### src/rtl/ysyx_25020037_axi_arbiter.sv
`timescale 1ns/1ps
`default_nettype none
// ============================================================================
// Module   : ysyx_25020037_axi_arbiter
// Purpose  : Two-master / one-slave AXI4 arbiter. It shares the core's single
//            memory port between the IFU (M0, read-only) and the LSU (M1,
//            read and write). Only one transaction is outstanding at a time.
//            A grant is held from the address handshake to the final response.
// Options  : YSYX_25020037_ARB_RR_EN - round-robin between the two readers.
//            When undefined, M1 reads have fixed priority over M0 reads.
//            An M1 write always wins.
// Ports    : clk, rst (asynchronous, active-high)
//            m0_ar*/m0_r*        IFU read channels
//            m1_ar*/m1_r*        LSU read channels
//            m1_aw*/m1_w*/m1_b*  LSU write channels
//            s_*                 slave-side mirror of all five channels
//            grant               00 none, 01 M0 read, 10 M1 read, 11 M1 write
//            busy                grant != 00
// Buses    : ar/aw {addr, id, len[7:0], size[2:0], burst[1:0]}
//            r     {data, resp[1:0], last, id}
//            w     {data, strb, last}
//            b     {resp[1:0], id}
// Revision : 1.0 - initial release
// ============================================================================
module ysyx_25020037_axi_arbiter #(
  parameter int ADDR_W = 32,
  parameter int DATA_W = 32,
  parameter int ID_W   = 4
) (
  input  logic                       clk,
  input  logic                       rst,
  // M0 (IFU) read
  input  logic                       m0_arvalid,
  output logic                       m0_arready,
  input  logic [ADDR_W+ID_W+12:0]    m0_ar_bus,
  output logic                       m0_rvalid,
  input  logic                       m0_rready,
  output logic [DATA_W+ID_W+2:0]     m0_r_bus,
  // M1 (LSU) read
  input  logic                       m1_arvalid,
  output logic                       m1_arready,
  input  logic [ADDR_W+ID_W+12:0]    m1_ar_bus,
  output logic                       m1_rvalid,
  input  logic                       m1_rready,
  output logic [DATA_W+ID_W+2:0]     m1_r_bus,
  // M1 (LSU) write
  input  logic                       m1_awvalid,
  output logic                       m1_awready,
  input  logic [ADDR_W+ID_W+12:0]    m1_aw_bus,
  input  logic                       m1_wvalid,
  output logic                       m1_wready,
  input  logic [DATA_W+DATA_W/8:0]   m1_w_bus,
  output logic                       m1_bvalid,
  input  logic                       m1_bready,
  output logic [ID_W+1:0]            m1_b_bus,
  // Slave side
  output logic                       s_arvalid,
  input  logic                       s_arready,
  output logic [ADDR_W+ID_W+12:0]    s_ar_bus,
  input  logic                       s_rvalid,
  output logic                       s_rready,
  input  logic [DATA_W+ID_W+2:0]     s_r_bus,
  output logic                       s_awvalid,
  input  logic                       s_awready,
  output logic [ADDR_W+ID_W+12:0]    s_aw_bus,
  output logic                       s_wvalid,
  input  logic                       s_wready,
  output logic [DATA_W+DATA_W/8:0]   s_w_bus,
  input  logic                       s_bvalid,
  output logic                       s_bready,
  input  logic [ID_W+1:0]            s_b_bus,
  // Status
  output logic [1:0]                 grant,
  output logic                       busy
);

  // State encoding doubles as the grant code.
  typedef enum logic [1:0] {
    IDLE  = 2'b00,
    M0_RD = 2'b01,
    M1_RD = 2'b10,
    M1_WR = 2'b11
  } state_t;

  state_t state, state_nx;
  state_t rd_tie;          // winner when both readers request together
  logic   addr_done, addr_done_nx;
  logic   s_rlast;

  // rlast sits just above the rid field in the r bus.
  assign s_rlast = s_r_bus[ID_W];

  assign grant = state;
  assign busy  = (state != IDLE);

`ifdef YSYX_25020037_ARB_RR_EN
  // Last read winner: 0 = M0, 1 = M1. The loser of the previous read tie
  // is favoured next time.
  logic last_rd;

  always_ff @(posedge clk or posedge rst) begin
    if (rst) begin
      last_rd <= 1'b0;
    end else if (state == IDLE && state_nx == M1_RD) begin
      last_rd <= 1'b1;
    end else if (state == IDLE && state_nx == M0_RD) begin
      last_rd <= 1'b0;
    end
  end

  assign rd_tie = last_rd ? M0_RD : M1_RD;
`else
  assign rd_tie = M1_RD;
`endif

  always_ff @(posedge clk or posedge rst) begin
    if (rst) begin
      state     <= IDLE;
      addr_done <= 1'b0;
    end else begin
      state     <= state_nx;
      addr_done <= addr_done_nx;
    end
  end

  always_comb begin
    state_nx     = state;
    addr_done_nx = addr_done;
    s_arvalid    = 1'b0;
    s_ar_bus     = '0;
    s_rready     = 1'b0;
    s_awvalid    = 1'b0;
    s_aw_bus     = '0;
    s_wvalid     = 1'b0;
    s_w_bus      = '0;
    s_bready     = 1'b0;
    m0_arready   = 1'b0;
    m0_rvalid    = 1'b0;
    m0_r_bus     = '0;
    m1_arready   = 1'b0;
    m1_rvalid    = 1'b0;
    m1_r_bus     = '0;
    m1_awready   = 1'b0;
    m1_wready    = 1'b0;
    m1_bvalid    = 1'b0;
    m1_b_bus     = '0;

    case (state)
      IDLE: begin
        addr_done_nx = 1'b0;
        if (m1_awvalid) begin
          state_nx = M1_WR;
        end else if (m1_arvalid && m0_arvalid) begin
          state_nx = rd_tie;
        end else if (m1_arvalid) begin
          state_nx = M1_RD;
        end else if (m0_arvalid) begin
          state_nx = M0_RD;
        end
      end

      M0_RD: begin
        // Address is offered only until the first handshake of this grant.
        s_arvalid  = m0_arvalid & ~addr_done;
        s_ar_bus   = m0_ar_bus;
        m0_arready = s_arready & ~addr_done;
        s_rready   = m0_rready;
        m0_rvalid  = s_rvalid;
        m0_r_bus   = s_r_bus;
        if (m0_arvalid && s_arready && !addr_done) begin
          addr_done_nx = 1'b1;
        end
        if (s_rvalid && m0_rready && s_rlast) begin
          state_nx     = IDLE;
          addr_done_nx = 1'b0;
        end
      end

      M1_RD: begin
        s_arvalid  = m1_arvalid & ~addr_done;
        s_ar_bus   = m1_ar_bus;
        m1_arready = s_arready & ~addr_done;
        s_rready   = m1_rready;
        m1_rvalid  = s_rvalid;
        m1_r_bus   = s_r_bus;
        if (m1_arvalid && s_arready && !addr_done) begin
          addr_done_nx = 1'b1;
        end
        if (s_rvalid && m1_rready && s_rlast) begin
          state_nx     = IDLE;
          addr_done_nx = 1'b0;
        end
      end

      M1_WR: begin
        s_awvalid  = m1_awvalid & ~addr_done;
        s_aw_bus   = m1_aw_bus;
        m1_awready = s_awready & ~addr_done;
        s_wvalid   = m1_wvalid;
        s_w_bus    = m1_w_bus;
        m1_wready  = s_wready;
        s_bready   = m1_bready;
        m1_bvalid  = s_bvalid;
        m1_b_bus   = s_b_bus;
        if (m1_awvalid && s_awready && !addr_done) begin
          addr_done_nx = 1'b1;
        end
        if (s_bvalid && m1_bready) begin
          state_nx     = IDLE;
          addr_done_nx = 1'b0;
        end
      end

      default: begin
        state_nx     = IDLE;
        addr_done_nx = 1'b0;
      end
    endcase
  end

endmodule
`default_nettype wire

### config.mk
export PLATFORM = sky130hd
export DESIGN_NAME = ysyx_25020037_axi_arbiter
export DESIGN_NICKNAME = d
export VERILOG_FILES = /design/src/rtl/ysyx_25020037_axi_arbiter.sv
export SDC_FILE = /design/constraint.sdc
export NUM_CORES = 1
export LEC_CHECK = 0
export ABC_AREA = 1
export CAP_MARGIN = 0
export CORE_AREA = 2 2 186 188
export CTS_CLUSTER_SIZE = 16
export DETAILED_ROUTE_END_ITERATION = 10
export DIE_AREA = 0 0 188 190
export REMOVE_ABC_BUFFERS = 1
export SLEW_MARGIN = 20
export SYNTH_ARGS = -nofsm -noshare
export SYNTH_HDL_FRONTEND = slang
export SYNTH_SLANG_ARGS = --single-unit
### constraint.sdc
create_clock -name clk -period 1.45 [get_ports clk]
set_input_delay 0.145 -clock clk [delete_from_list [all_inputs] [get_ports clk]]
set_output_delay 0.145 -clock clk [all_outputs]
set_load 0.1 [all_outputs]
# After elaboration in Yosys (flattened, before gate mapping)
# Index checks and enable logic that the tools add are counted.
word_totals:
  ff_bits: 3
  input_bits: 243
  output_inout_bits: 234
classes:
  eq_ne: 10
  mux: 33
  bitwise: 6
  n_reduce_logical: 17
op_table:
  columns: ["op", "n"]
  rows:
  - ["49-bit case mux with 2 select lines", 1]
  - ["39-bit two-way mux", 2]
  - ["49-bit two-way mux", 1]
  - ["37-bit two-way mux", 1]
  - ["1-bit two-way mux", 16]
  - ["2-bit two-way mux", 7]
  - ["1-bit logical AND", 12]
  - ["3-bit != test, second input constant", 3]
  - ["2-bit case mux with 4 select lines", 1]
  - ["6-bit two-way mux", 1]
  - ["2-bit != test, second input constant", 3]
  - ["1-bit bitwise AND", 5]
  - ["5-bit != test, second input constant", 1]
  - ["2-bit equality test, second input constant", 2]
  - ["1-bit case mux with 2 select lines", 2]
  - ["1-bit case mux with 4 select lines", 1]
  - ["4-bit AND reduction", 1]
  - ["3-bit AND reduction", 1]
  - ["2-bit by 1-bit equality test with 1-bit output, second input constant", 1]
  - ["2-bit zero test", 1]
  - ["2-bit nonzero test", 1]
  - ["1-bit zero test", 1]
  - ["1-bit inverter", 1]

# Logic depth before layout (Yosys ltp)
# Gate-level depths: netlist of run 1.
logic_depth:
  depth_word: 5
  mapped_depth: 8
  depth_no_buf: 8

# Worst setup path before layout of run 1
# No wires, ideal clock.
synth_path:
  path_type: "flip-flop to output port"
  start: "register state[1] (netlist: grant[1])"
  end: "output port s_awvalid"
  arrival_ns: 3.601
  required_time_ns: 1.305
  path_slack_ns: -2.296
  path_stages_with_launch: 6
  path_cell_list: "dfrtp_1 -> ha_1 -> buf_4 -> buf_4 -> inv_1 -> nor3_1"
synth_via:
  elab_chain_cells: 2
synth_rtl:
  columns: ["element", "line_no", "source"]
  rows:
  - ["from (decl)", "85", "state_t state, state_nx;"]
  - ["from (signal assigned)", "121", "state <= state_nx;"]
  - ["2-bit equality test", "148", "case (state)"]
  - ["1-bit two-way mux", "148", null]
  - ["to (decl)", "63", "output logic s_awvalid,"]
# No other way between the ends.

# Worst setup path after layout of run 1
layout_path:
  start: "register state[1] (netlist: grant[1])"
  end: "output port m1_b_bus[1]"
layout_via:
  elab_chain_cells: 2
layout_rtl:
  columns: ["element", "line_no", "source"]
  rows:
  - ["2-bit equality test", "148", null]
  - ["6-bit two-way mux", "148", null]
  - ["to (decl)", "55", "output logic [ID_W+1:0] m1_b_bus,"]
# No other way between the ends.

==> qor.yml, run 1 <==
placed_design:
  dp.cells: 1530
  placed_cell_area_sq_um: 10400
  port_buffers: 476
  place_ws_ps: -282
  dp_hpwl_mm: 20.3
  gp_congestion: 0.868
route:
  drcViolationCount: 0
  firstDrtPassIters: 7
  postRouteAntennaNets: 0
  dr_total_vias: 5531
  drt-total-wl_mm: 24.8
  wl_per_cell_um: 15.8
  vias_per_cell: 3.53
  drt_iter0_drc: 112
timing:
  rsz0062_at_grt: "yes"
  tightest_slew_ps: 281
  skew_ps: 3.27
  slew_headroom: 0.813
  hold_viol: 0
  fin_crit_sh: 1.30
  min_period_ps: 1890
  fin_ws_ps: -440
  fmax_ghz: 0.529
  drv_slew: 0
  setup_viol: 234
layout:
  nets: 1359
  seqCellArea_sq_um: 75.1
  syn2layout_area_growth_pct: 370
  finalNonFillerCells: 1567
  fin_area_sq_um: 12000
  multi_input_area_sq_um: 2390
  fill_cells: 3374
  final_util: 0.354
  drive_above_1_share: 0.556
yosys:
  ys_ff_latch: 3
  synth_area_sq_um: 2550
  synth-seq-area-share: 0.0294
  syn-instance-count: 599
  ys_warn_count: 0
  synth_cell_types: 16
  syn_avg_cell_area_sq_um: 4.26
clock_network:
  cts-root-buf: "clkbuf_16"
  cts_sinks: 3
  clk_latency_ps: 230
  clk_pin_slew_worst_paths_ps: 30
  clock_path_buffers: 2
  cts_buffers: 3
  cts_max_level: 1
  cts_tree: "done"
  cts_hold_buf: 0
floorplan:
  dieArea_sq_um: 35700
  start_util: 0.0752
  die_w_um: 188
  io_pins: 477
  fp.dieH_um: 190
  rows: 68
  core_sq_um: 33900
setup_path:
  crit_arrival_ps: 1740
  cp.required_ps: 1310
  reg2reg_slack_ps: -140
  startpoint_type: "flip-flop"
  setup.worst_path.end_class: "output port"
  r2r.worst_path.cells: 10
  cp-startpoint: "grant[1]"
  crit_type: "flip-flop to output port"
  r2r_start: "grant[1]"
  timing.rr.end: "grant[0]"
  cp_max_fo: 8
hold_path:
  worstHoldPathType: "primary input to asynchronous set/reset pin"
pwr:
  ir_worst_vdd_mv: 1.02
  power_mw: 26.8
  powerDensity_nw_per_um2: 2230
  p_leak_nw: 5.87
outcome:
  status: "finished with violations"
  violations: "setup timing"
grt:
  use_met3: 0.0430
  top_usage_layer: "met2"
  grt_pass1_vias: 5748
  met1_usage: 0.114
  antenna_found_initial: 5
  grt_usage: 0.127
  grt_pass1_wl_mm: 34.2
  use_met2: 0.272
  grt_max_degree: 34
  grt_overflow: 0
flow_run:
  drv_cap: 0
## how the worst max path moves through the flow
stage / to / slack, ps / cells past startpoint
floorplan: s_awvalid / -3780 / 3
global placement: s_ar_bus[8] / -270 / 6
detailed placement: s_ar_bus[45] / -280 / 6
CTS: s_ar_bus[22] / -420 / 7
global route: s_aw_bus[41] / -490 / 9
finish: m1_b_bus[1] / -440 / 9
## layout by cell type (no fill, tap or decap), types with 3 or more instances in the layout
cell             instances
nand2_4                 61
inv_4                   22
ha_4                     3
buf_6                   10
dfrtp_1                  3
buf_8                    7
a21oi_2                 37
nand3_1                  9
a21oi_4                  3
inv_2                  118
buf_12                 252
buf_4                   22
clkbuf_16                6
nand2_2                 61
buf_16                   7
nor2_4                   3
a21oi_1                 12
nand2_1                169
clkdlybuf4s50_1        242
inv_1                   50
## synth_stat cells, drive strengths merged
master  number  area (sq um)
nand2      291          1090
inv        190           713
a21oi       52           260
buf         31           216
nand3       11          55.1
nor2         7          33.8
clkbuf       5          18.8
ha           5          62.6
dfrtp        3          75.1
o21ai        2          10.0
nor3         1          5.00
o211ai       1          7.51
## worst max-delay path: stages (launching register included)
cell	delay, ps
dfrtp_1	390
buf_6	140
buf_6	110
ha_4	160
buf_12	150
buf_12	140
buf_16	150
nand2_4	60
inv_2	40
buf_12	160
## state kept, by name, summed over array words and instances, names as in the netlist
| name | flops |
|---|---|
| grant | 2 |
| addr_done | 1 |
## cell type report
class                   instances  area share
inverters                     190      0.0640
clock buffers                   4     0.00657
diodes                          2    0.000417
well taps                     455      0.0474
repair buffers                543       0.676
multi-input cells             370       0.199
flip-flops and latches          3     0.00625
## per-stage QoR
step                setup TNS [ps]  hold slack [ps]
floorplan                  -560850             -101
CTS                         -75790             91.4
global placement            -13860              326
finish                      -71330             89.8
detailed placement          -16510              330
global route                -87140             98.2
## repair_timing
action,CTS,global route
setup endpoints to repair,234,235
pin swaps,18,7
cloned,9,4
resized for setup,251,183
setup buffers,19,4
## where the power goes
part           switching [mW]  leakage, nW  internal [mW]
clock                  0.0824       0.0382          0.363
combinational            16.9         5.80           9.35
sequential             0.0318       0.0384          0.122
## logic make-up (layout without fill, tap and decap cells)
family	count (synthesis)	after routing	synth area share
AO/OA/AOI/OAI	55	55	0.109
adder cells (fa/ha/maj)	5	5	0.0245
buffers and inverters	226	737	0.372
flip-flops	3	3	0.0294
AND/OR/NAND/NOR	310	310	0.466
other	0	2	0
## per-layer routing
metal  up-vias  routed length, um
li1       2678                  -
met5         -                 21
met3        20               2310
met4         4                394
met1      2488               7810
met2       341              14200
Power figures use the tool's default switching activity.
==> run 2, diff against run 1 <==
--- a/config.mk
+++ b/config.mk
@@ -8,10 +8,11 @@
 export ABC_AREA = 1
 export CAP_MARGIN = 0
 export CORE_AREA = 2 2 186 188
-export CTS_CLUSTER_SIZE = 16
+export CTS_CLUSTER_SIZE = 10
 export DETAILED_ROUTE_END_ITERATION = 10
 export DIE_AREA = 0 0 188 190
 export REMOVE_ABC_BUFFERS = 1
+export SKIP_LAST_GASP = 1
 export SLEW_MARGIN = 20
 export SYNTH_ARGS = -nofsm -noshare
 export SYNTH_HDL_FRONTEND = slang
==> run 2 against run 1 <==
The run still ends with setup timing left. First-iteration DRC count down 20%. Combinational power is essentially flat. Count of clock-buffer cells in the layout stayed put. Non-clock buffer count did not move. Cell count unchanged. Total power decreased by 1.0%. Utilization down 0.49 points. Register-to-register slack barely moved. Final area fell by 1.4%. Global-route usage is essentially flat. Routed wire length barely moved. Critical path type unchanged. Critical endpoint unchanged. Largest power group unchanged. Highest routed layer unchanged.
==> qor.yml, run 2 (synthesized netlist as in run 1, its figures left out) <==
outcome:
  status: "finished with violations"
  violations: "setup timing"
timing:
  fin_ws_ps: -437  # +2.99 ps
  fin_crit_sh: 1.30  # -0.00206
  rsz0062_at_grt: "yes"
  fmax_ghz: 0.530  # +0.16%
  skew_ps: 2.88  # -0.389 ps
  tightest_slew_ps: 282  # +1.19 ps
  drv_slew: 0  # unchanged
  min_period_ps: 1890  # -2.99 ps
  setup_viol: 234  # unchanged
  hold_viol: 0  # unchanged
  slew_headroom: 0.813  # about the same
placed_design:
  dp.cells: 1530  # unchanged
  gp_congestion: 0.868  # unchanged
  dp_hpwl_mm: 20.3  # unchanged
  port_buffers: 476  # unchanged
  place_ws_ps: -282  # unchanged
grt:
  grt_max_degree: 34  # unchanged
  grt_pass1_wl_mm: 34.2  # -0.22%
  antenna_found_initial: 5  # unchanged
  grt_overflow: 0  # unchanged
  grt_usage: 0.127  # -0.000196
  grt_pass1_vias: 5733  # -0.26%
route:
  dr_total_vias: 5488  # -0.78%
  vias_per_cell: 3.50  # -0.78%
  drcViolationCount: 0  # unchanged
  drt-total-wl_mm: 24.8  # about the same
  drt_iter0_drc: 90  # -20%
  wl_per_cell_um: 15.8  # about the same
  postRouteAntennaNets: 0  # unchanged
  firstDrtPassIters: 7  # unchanged
floorplan:
  die_w_um: 188  # unchanged
  io_pins: 477  # unchanged
  fp.dieH_um: 190  # unchanged
  dieArea_sq_um: 35700  # unchanged
  core_sq_um: 33900  # unchanged
  start_util: 0.0752  # unchanged
  rows: 68  # unchanged
flow_run:
  drv_cap: 0  # unchanged
clock_network:
  cts_hold_buf: 0  # unchanged
  clk_pin_slew_worst_paths_ps: 30  # about the same
  cts-root-buf: "clkbuf_16"
  cts_tree: "done"
  cts_sinks: 3  # unchanged
  cts_buffers: 3  # unchanged
  cts_max_level: 1  # unchanged
  clk_latency_ps: 230  # about the same
  clock_path_buffers: 2  # unchanged
pwr:
  pwr-share-comb: 0.978  # about the same
  powerDensity_nw_per_um2: 2240  # +0.36%
  pwr-share-clk: 0.017  # about the same
  internal_power_mw: 9.71  # -1.2%
  p_leak_nw: 5.91  # +0.61%
  switching_share: 0.634  # +0.000751
  seq_power_share: 0.006  # about the same
  switching_power_mw: 16.8  # -0.91%
  ir_worst_vdd_mv: 1.02  # about the same
layout:
  finalNonFillerCells: 1567  # unchanged
  drive_above_1_share: 0.477  # -0.0784
  syn2layout_area_growth_pct: 364
  nets: 1359  # unchanged
  final_common_cell: "buf_12"
  final_cell_mix: "buf_12 (252), clkdlybuf4s50_1 (242), nand2_1 (202)"
  largest_register_ffs: 2  # unchanged
setup_path:
  setup.worst_path.end_class: "output port"
  crit_type: "flip-flop to output port"
  cp.required_ps: 1310  # about the same
  crit_slowest_cell: "dfrtp_1"
  crit_path_cell_trace: "buf_6 > buf_6 > ha_4 > buf_12 > buf_12 > buf_16 > nand2_4 > inv_2 > buf_12"
  cp_max_fo: 8  # unchanged
  crit_family: "buffers and inverters"
  startpoint_type: "flip-flop"
  cpPeakStageDelay_ps: 390  # about the same
  cp_num_buf_inv: 7  # unchanged
  crit_arrival_ps: 1740  # about the same
  cpMostUsedCell: "buf_12"
hold_path:
  worstHoldPathType: "primary input to asynchronous set/reset pin"
-- run 2: cell counts in the layout (fill, tap and decap cells not counted) --
Identical to the previous run, type by type.
-- run 2: routing by layer --
metal	up-vias	wire (um)	track usage
li1	2678	-	-
met1	2466	7930	0.114
met2	322	14200	0.271
met3	18	2260	0.0430
met4	4	343	0.0206
met5	-	21	0
-- run 2: power by group through the flow --
| stage | clock network, mW | logic (mW) | registers, mW |
|---|---|---|---|
| after floorplan | 0 | 13.4 | 0.331 |
| after detailed placement | 0 | 23.4 | 0.145 |
| after CTS | 0.452 | 25.7 | 0.151 |
| after global routing | 0.458 | 26.8 | 0.158 |
| final | 0.445 | 25.9 | 0.151 |
| after global placement | 0 | 23.3 | 0.143 |
-- run 2: worst paths after layout --
path	start	slack, ps	end	cells past startpoint
setup / recovery	grant[1]	-440	m1_b_bus[1]	9
hold / removal	rst	90	addr_done	2
setup reg to reg	grant[1]	-150	grant[0]	10
hold reg to reg	addr_done	530	addr_done	2
max in group asynchronous	rst	1220	grant[0]	2
min in group clk	addr_done	530	addr_done	2
-- run 2: metrics by stage --
step	cell area [sq um]	total power, mW	utilization	hold WS [ps]	TNS (ps)
after CTS	11500	26.3	0.338	91.4	-77340
after detailed placement	10400	23.6	0.307	330	-16510
after global routing	11800	27.4	0.349	98.6	-88790
after floorplan	2320	13.7	-	-101	-560850
final	11800	26.5	0.349	90.3	-72680
after global placement	10400	23.5	0.307	326	-13860
-- run 2: timing repair --
action                     in CTS  in global routing
pin swaps                      18                  3
buffers inserted               19                  4
setup endpoints to repair     234                235
gates resized for setup       212                114
cloned                          9                  3
-- run 2: layout make-up --
class	instances	area, sq um
Sequential cell	3	75.1
Clock buffer	4	78.8
Inverter	190	753
Fill cell	3376	22100
Multi-Input combinational cell	370	2260
Tap cell	455	569
Antenna cell	2	5.00
Timing Repair Buffer	543	8090
